[src/rtl/vadd_seq_ctrl_pkg.sv]
// vadd_seq_ctrl_pkg: shared FSM states, SEW codes, opSel constants and beat-count helper
package vadd_seq_ctrl_pkg;
  typedef enum logic [1:0] {IDLE, ISSUE, DRAIN, DONE} state_t;
  localparam logic [1:0] SEW_8 = 2'd0, SEW_16 = 2'd1, SEW_32 = 2'd2, SEW_64 = 2'd3;
  localparam logic [5:0] OP_ADD = 6'd0, OP_SUB = 6'd1, OP_RSUB = 6'd2;
  localparam int CNT_W = 16;
  function automatic logic [CNT_W-1:0] beat_count(input logic [CNT_W-1:0] total_bytes);
    return (total_bytes + CNT_W'(7)) >> 3;
  endfunction
endpackage

[src/rtl/vadd_beat_mask.sv]
// vadd_beat_mask: write byte-enable; rem = total_bytes mod 8, last = final beat flag, be = enable (low rem bytes on a partial last beat, else all)
module vadd_beat_mask (
  input  logic [2:0] rem,
  input  logic       last,
  output logic [7:0] be
);
  assign be = (last && rem != 3'd0) ? ~(8'hFF << rem) : 8'hFF;
endmodule

[src/rtl/vadd_seq_ctrl.sv]
// vadd_seq_ctrl: vector-add sequencer; cmd_* handshake in, rd_* register-file reads, add_* shared adder drive, wr_* result writes, busy/done status
module vadd_seq_ctrl
  import vadd_seq_ctrl_pkg::*;
#(
  parameter int REQ_DATA_WIDTH = 64,
  parameter int SEW_WIDTH      = 2,
  parameter int OPSEL_WIDTH    = 6,
  parameter int ADDR_WIDTH     = 8,
  parameter int VL_WIDTH       = 9
) (
  input  logic                      clk,
  input  logic                      rst,
  input  logic                      cmd_valid,
  output logic                      cmd_ready,
  input  logic [ADDR_WIDTH-1:0]     cmd_vs1,
  input  logic [ADDR_WIDTH-1:0]     cmd_vs2,
  input  logic [ADDR_WIDTH-1:0]     cmd_vd,
  input  logic [VL_WIDTH-1:0]       cmd_vl,
  input  logic [SEW_WIDTH-1:0]      cmd_sew,
  input  logic [OPSEL_WIDTH-1:0]    cmd_opsel,
  output logic                      rd_en,
  output logic [ADDR_WIDTH-1:0]     rd_addr0,
  output logic [ADDR_WIDTH-1:0]     rd_addr1,
  input  logic [REQ_DATA_WIDTH-1:0] rd_data0,
  input  logic [REQ_DATA_WIDTH-1:0] rd_data1,
  output logic [REQ_DATA_WIDTH-1:0] add_vec0,
  output logic [REQ_DATA_WIDTH-1:0] add_vec1,
  output logic                      add_carry,
  output logic [SEW_WIDTH-1:0]      add_sew,
  output logic [OPSEL_WIDTH-1:0]    add_opsel,
  input  logic [80:0]               add_result,
  output logic                      wr_en,
  output logic [ADDR_WIDTH-1:0]     wr_addr,
  output logic [REQ_DATA_WIDTH-1:0] wr_data,
  output logic [7:0]                wr_be,
  output logic                      busy,
  output logic                      done
);
  localparam int TW = VL_WIDTH + 3;
  state_t state, nxt;
  logic [ADDR_WIDTH-1:0] vs1_q, vs2_q, vd_q, k1;
  logic [SEW_WIDTH-1:0] sew_q;
  logic [OPSEL_WIDTH-1:0] op_q;
  logic [CNT_W-1:0] beats, beats_q, k;
  logic [2:0] rem_q;
  logic [TW-1:0] total;
  logic v1, last1, last_k, accept, issue;
  logic [7:0] be;
  logic [REQ_DATA_WIDTH-1:0] sum;
  logic [16:0] unused_spare;
  assign total = TW'(cmd_vl) << cmd_sew;
  assign beats = beat_count(CNT_W'(total));
  assign cmd_ready = state == IDLE;
  assign busy = !cmd_ready;
  assign accept = cmd_valid && cmd_ready;
  assign issue = state == ISSUE;
  assign last_k = k == beats_q - 1'b1;
  assign rd_en = issue;
  assign rd_addr0 = issue ? vs1_q + ADDR_WIDTH'(k) : '0;
  assign rd_addr1 = issue ? vs2_q + ADDR_WIDTH'(k) : '0;
  assign add_vec0 = v1 ? rd_data0 : '0;
  assign add_vec1 = v1 ? rd_data1 : '0;
  assign add_sew = v1 ? sew_q : '0;
  assign add_opsel = v1 ? op_q : '0;
  assign add_carry = 1'b0;
  for (genvar i = 0; i < 8; i++) begin : g_lane
    assign sum[8*i+:8] = add_result[10*i+1+:8];
    assign unused_spare[2*i+:2] = {add_result[10*i+9], add_result[10*i]};
  end
  assign unused_spare[16] = add_result[80];
  vadd_beat_mask u_mask (.rem(rem_q), .last(last1), .be(be));
  always_comb begin
    nxt = state == IDLE  ? (accept ? (beats == '0 ? DONE : ISSUE) : IDLE) :
          state == ISSUE ? (last_k ? DRAIN : ISSUE) :
          state == DRAIN ? (v1 && last1 ? DONE : DRAIN) : IDLE;
  end
  always_ff @(posedge clk) begin
    if (rst) begin
      state <= IDLE;
      vs1_q <= '0;
      vs2_q <= '0;
      vd_q <= '0;
      sew_q <= '0;
      op_q <= '0;
      beats_q <= '0;
      rem_q <= '0;
      k <= '0;
      k1 <= '0;
      v1 <= 1'b0;
      last1 <= 1'b0;
      wr_en <= 1'b0;
      wr_addr <= '0;
      wr_data <= '0;
      wr_be <= '0;
      done <= 1'b0;
    end else begin
      state <= nxt;
      if (accept) begin
        vs1_q <= cmd_vs1;
        vs2_q <= cmd_vs2;
        vd_q <= cmd_vd;
        sew_q <= cmd_sew;
        op_q <= cmd_opsel;
        beats_q <= beats;
        rem_q <= total[2:0];
      end
      k <= issue ? k + 1'b1 : '0;
      k1 <= ADDR_WIDTH'(k);
      v1 <= issue;
      last1 <= issue && last_k;
      wr_en <= v1;
      wr_addr <= vd_q + k1;
      wr_data <= sum;
      wr_be <= be;
      done <= state == DONE;
    end
  end
endmodule

[config.mk]
export PLATFORM = sky130hd
export DESIGN_NAME = vadd_seq_ctrl
export DESIGN_NICKNAME = d
export VERILOG_FILES = /design/src/rtl/vadd_seq_ctrl_pkg.sv /design/src/rtl/vadd_beat_mask.sv /design/src/rtl/vadd_seq_ctrl.sv
export SDC_FILE = /design/constraint.sdc
export NUM_CORES = 1
export LEC_CHECK = 0
export CAP_MARGIN = 20
export CORE_AREA = 2 2 192 194
export CTS_CLUSTER_SIZE = 28
export DETAILED_ROUTE_END_ITERATION = 7
export DIE_AREA = 0 0 194 196
export DONT_BUFFER_PORTS = 1
export RECOVER_POWER = 50
export SETUP_SLACK_MARGIN = 0.05
export SKIP_LAST_GASP = 1
export SYNTH_ARGS = -nofsm -noshare
export SYNTH_HDL_FRONTEND = slang
export SYNTH_HIERARCHICAL = 1
export SYNTH_SLANG_ARGS = --single-unit
[constraint.sdc]
create_clock -name clk -period 2.4 [get_ports clk]
set_input_delay 0.6 -clock clk [delete_from_list [all_inputs] [get_ports clk]]
set_output_delay 0.6 -clock clk [all_outputs]
set_load 0.01 [all_outputs]
==> results <==
cell families after synthesis:
kind of cell    Yosys count
other cells               2
simple gates            436
buf+inv                  79
fa+ha+maj                26
xor+xnor                 46
compound gates          113
mux                      14
flops                   155
per-stage QoR:
step | TNS (ns) | cells | power (mW) | utilization [%] | setup WS (ns)
after detailed placement | -0.1291 | 1316 | 3.552 | 22.44 | -0.06201
final | -18.82 | 1370 | 6.394 | 24.67 | -0.4092
after floorplan | 0 | 871 | 3.363 | - | 0.04158
after global placement | -0.07197 | 1316 | 3.536 | 22.44 | -0.04673
after CTS | -2.420 | 1349 | 6.466 | 24.53 | -0.4165
after global routing | -43.26 | 1365 | 6.650 | 24.64 | -0.5027
sequential cells by signal, summed over array words and instances, names as in the netlist, 3 cells and up:
| signal | flops |
|---|---|
| beats_q | 10 |
| k | 16 |
| k1 | 8 |
| op_q | 6 |
| rem_q | 3 |
| vd_q | 8 |
| vs1_q | 8 |
| vs2_q | 8 |
| wr_addr | 8 |
| wr_be | 8 |
| wr_data | 64 |
final cells by class:
class	instances	area, sq um
flip-flops and latches	155	3110
multi-input cells	637	4192
inverters	23	86.33
clock buffers	17	425.4
diodes	20	50.05
well taps	468	585.6
repair buffers	35	257.7
clock inverters	15	195.2
fillers	3930	27180
cells in the final DEF, fill, tap and decap left out, drive strengths merged, types with 4 or more instances in the layout:
| cell | n |
|---|---|
| nand4 | 5 |
| a21oi | 62 |
| or2 | 5 |
| nand3b | 4 |
| a211oi | 6 |
| nor2 | 49 |
| a21o | 6 |
| buf | 25 |
| nor4 | 6 |
| diode | 20 |
| nand3 | 16 |
| mux2i | 10 |
| nand2 | 81 |
| nor2b | 85 |
| or3 | 9 |
| clkbuf | 27 |
| xor2 | 26 |
| inv | 33 |
| o21bai | 7 |
| xnor2 | 20 |
| dfxtp | 155 |
| nand2b | 5 |
| nor3 | 13 |
| and3 | 5 |
| nor3b | 5 |
| ha | 23 |
| and2 | 143 |
| o21ai | 14 |
report_power, final:
part           internal (mW)  switching (mW)  total (mW)
combinational          0.279           0.427       0.706
sequential              2.69           0.117        2.81
clock                   1.59            1.28        2.88
total                   4.57            1.83        6.39
per-layer routing:
layer	share of wire, %	GRT usage (%)	routed length (um)
met1	38	21.08	14540
met2	49	32.48	18470
met3	7.6	6.429	2876
met4	5.0	10.02	1893
met5	0	0	0
timing repair:
item                                    CTS  global route
gates resized for setup                  22            15
pin swaps                                23             8
endpoints found under the setup margin   20            15
cloned                                    0             0
buffers inserted                          4             2
hold endpoints to repair                  0             0
how the worst max path moves through the flow:
stage / slack (ns) / to / startpoint
5_1_grt: -0.50 / rd_addr1[7] / k[1]
6_report: -0.41 / rd_addr1[7] / k[1]
3_3_place_gp: -0.05 / rd_addr1[7] / k[1]
3_5_place_dp: -0.06 / rd_addr0[7] / vs1_q[1]
2_1_floorplan: 0.04 / rd_addr0[7] / k[1]
4_1_cts: -0.42 / rd_addr1[7] / k[1]
critical path, cell delays in order, from the launching register on:
cell       delay, ns
dfxtp_4         0.37
ha_4            0.26
a21o_1          0.13
a21oi_2         0.07
o21bai_2        0.22
a2111oi_4       0.11
or3_1           0.35
a21oi_1         0.13
buf_4           0.14
==> flow_results.xml <==
<?xml version="1.0" encoding="UTF-8"?>
<metrics>
  <group name="run_status">
    <metric name="run_status" unit="">finished with violations</metric>
    <metric name="failed_checks" unit="">negative setup slack</metric>
  </group>
  <group name="setup_path">
    <metric name="worst_r2r_path_depth" unit="">7</metric>
    <metric name="timing.critical_path.required" unit="ns">1.80</metric>
    <metric name="criticalPathCategory" unit="">reg2out</metric>
    <metric name="critical_path.endpoint_type" unit="">output pin</metric>
    <metric name="cp_max_fo" unit="">4</metric>
    <metric name="worst-endpoint-arrival" unit="ns">2.21</metric>
    <metric name="worst_setup_slack_for_register_to_register_paths" unit="ns">-0.10</metric>
    <metric name="worst_setup_path_start_kind" unit="">register</metric>
    <metric name="critical_path.reg2reg.endpoint" unit="">op_q[0]</metric>
    <metric name="startpoint_of_the_worst_slack_reg_to_reg_timing_path" unit="">state[0]</metric>
  </group>
  <group name="synth">
    <metric name="post-synth-top-area-fraction" unit="%">41.74</metric>
    <metric name="synth_cell_types" unit="">53</metric>
    <metric name="syn_avg_cell_area" unit="sq um">8.536</metric>
    <metric name="mappedNetlistArea" unit="sq um">7435</metric>
    <metric name="synth_area_leader" unit="">dfxtp_1</metric>
    <metric name="share_of_the_synthesized_area_in_compound_gates_ao_oa_aoi_oai" unit="%">9.189</metric>
    <metric name="synth_cells" unit="">871</metric>
    <metric name="synth-simple-area-share" unit="%">32.38</metric>
    <metric name="flip_flop_and_latch_count_after_synthesis" unit="">155</metric>
    <metric name="post-synth-top-count-cell" unit="">dfxtp_1</metric>
    <metric name="synth_async_sr_flop_share" unit="%">0</metric>
    <metric name="synth.area.mux_share" unit="%">2.104</metric>
    <metric name="synth_nets" unit="">1150</metric>
    <metric name="synth_top_cells_by_area" unit="">dfxtp_1, and2_1, nor2b_1, a21oi_1, nand2_1</metric>
    <metric name="yosys_most_used_dff" unit="">dfxtp_1</metric>
    <metric name="synth_enable_flop_cells" unit="">0</metric>
    <metric name="synth.yosys.warnings" unit="">6</metric>
    <metric name="synth-seq-area-share" unit="%">41.74</metric>
    <metric name="yosys.area_share.adder" unit="%">4.679</metric>
    <metric name="synth_commonest_cells" unit="">dfxtp_1, and2_1, nor2b_1</metric>
    <metric name="post_synth_xor_area_fraction" unit="%">5.419</metric>
    <metric name="synth_top_family_by_area" unit="">simple AND/OR/NAND/NOR gates</metric>
  </group>
  <group name="global_route">
    <metric name="vias_in_the_first_global_route" unit="">5739</metric>
    <metric name="grt_first_pass_wirelength" unit="um">49480</metric>
    <metric name="grt_usage" unit="%">19.07</metric>
    <metric name="grt_overflow" unit="">0</metric>
    <metric name="pin_count_of_the_biggest_net_entering_global_routing" unit="">140</metric>
    <metric name="antenna_violations_before_repair" unit="">55</metric>
  </group>
  <group name="clocking">
    <metric name="holdBufCountCts" unit="">0</metric>
    <metric name="cts-buffers-inserted" unit="">17</metric>
    <metric name="tritoncts" unit="">built</metric>
    <metric name="cts.reportedPaths.clkPinSlew" unit="ns">0.08</metric>
    <metric name="worstSkewPairLatency" unit="ns">0.44</metric>
    <metric name="cts_buffer_depth" unit="">2</metric>
    <metric name="h-tree-depth" unit="">4</metric>
    <metric name="number_of_clock_sinks" unit="">155</metric>
    <metric name="cts_root_buf" unit="">clkbuf_16</metric>
  </group>
  <group name="worst_hold_path">
    <metric name="hold_crit_path_type" unit="">in2reg</metric>
    <metric name="hold_end" unit="">done</metric>
    <metric name="hold_path_depth" unit="">1</metric>
    <metric name="hp-start" unit="">rst</metric>
  </group>
  <group name="die">
    <metric name="placement_rows" unit="">70</metric>
    <metric name="pin_count" unit="">491</metric>
    <metric name="placeableCoreArea" unit="sq um">36080</metric>
    <metric name="die_h" unit="um">196</metric>
    <metric name="initial_standard_cell_utilization_of_the_core" unit="%">20.60</metric>
    <metric name="die-area" unit="sq um">38020</metric>
    <metric name="die_w" unit="um">194</metric>
  </group>
  <group name="finish">
    <metric name="areaGrowthSynthToFinish" unit="%">19.74</metric>
    <metric name="final_layout_size_suffix_gt1_share" unit="%">12.47</metric>
    <metric name="post-route-cell-area" unit="sq um">8902</metric>
    <metric name="final_net_count" unit="">1148</metric>
  </group>
  <group name="run">
    <metric name="cap_viol_max_count" unit="">0</metric>
  </group>
  <group name="sta">
    <metric name="setup-violations-final" unit="">149</metric>
    <metric name="tightest_slew" unit="ns">0.9298</metric>
    <metric name="timing.final.hold_violations" unit="">0</metric>
    <metric name="final-max-slew-violation-count" unit="">0</metric>
    <metric name="hold-worst-slack" unit="ns">0.2342</metric>
    <metric name="min_period_over_period" unit="%">117.1</metric>
    <metric name="timing.final.ws_setup" unit="ns">-0.4092</metric>
    <metric name="grt_setup_unrepaired" unit="">yes</metric>
    <metric name="clock.fmax" unit="MHz">356.0</metric>
    <metric name="timing.max_slew.rel_slack" unit="%">37.93</metric>
    <metric name="clock_skew" unit="ns">0.02154</metric>
    <metric name="finalCriticalPeriod" unit="ns">2.809</metric>
  </group>
  <group name="place">
    <metric name="placement.cell_area" unit="sq um">8098</metric>
    <metric name="port_buffers" unit="">0</metric>
    <metric name="gp_routability_congestion" unit="">0.9611</metric>
    <metric name="hpwl" unit="um">31920</metric>
  </group>
  <group name="routing">
    <metric name="drt_pre_antenna_iters" unit="">4</metric>
    <metric name="routedWlPerCell" unit="um">27.57</metric>
    <metric name="viasPerCell" unit="">4.493</metric>
    <metric name="dr.first_iter.drc_count" unit="">276</metric>
    <metric name="detail_route.drc_violations" unit="">0</metric>
    <metric name="ant_nets" unit="">0</metric>
    <metric name="total_wirelength" unit="um">37780</metric>
    <metric name="detailroute.via_count" unit="">6156</metric>
  </group>
  <group name="pwr">
    <metric name="worst_voltage_drop_across_the_vdd_grid" unit="mV">0.4292</metric>
    <metric name="power_density" unit="nW/um^2">718.2</metric>
    <metric name="leakagePower" unit="nW">3.464</metric>
  </group>
</metrics>
Power figures use the tool's default switching activity.
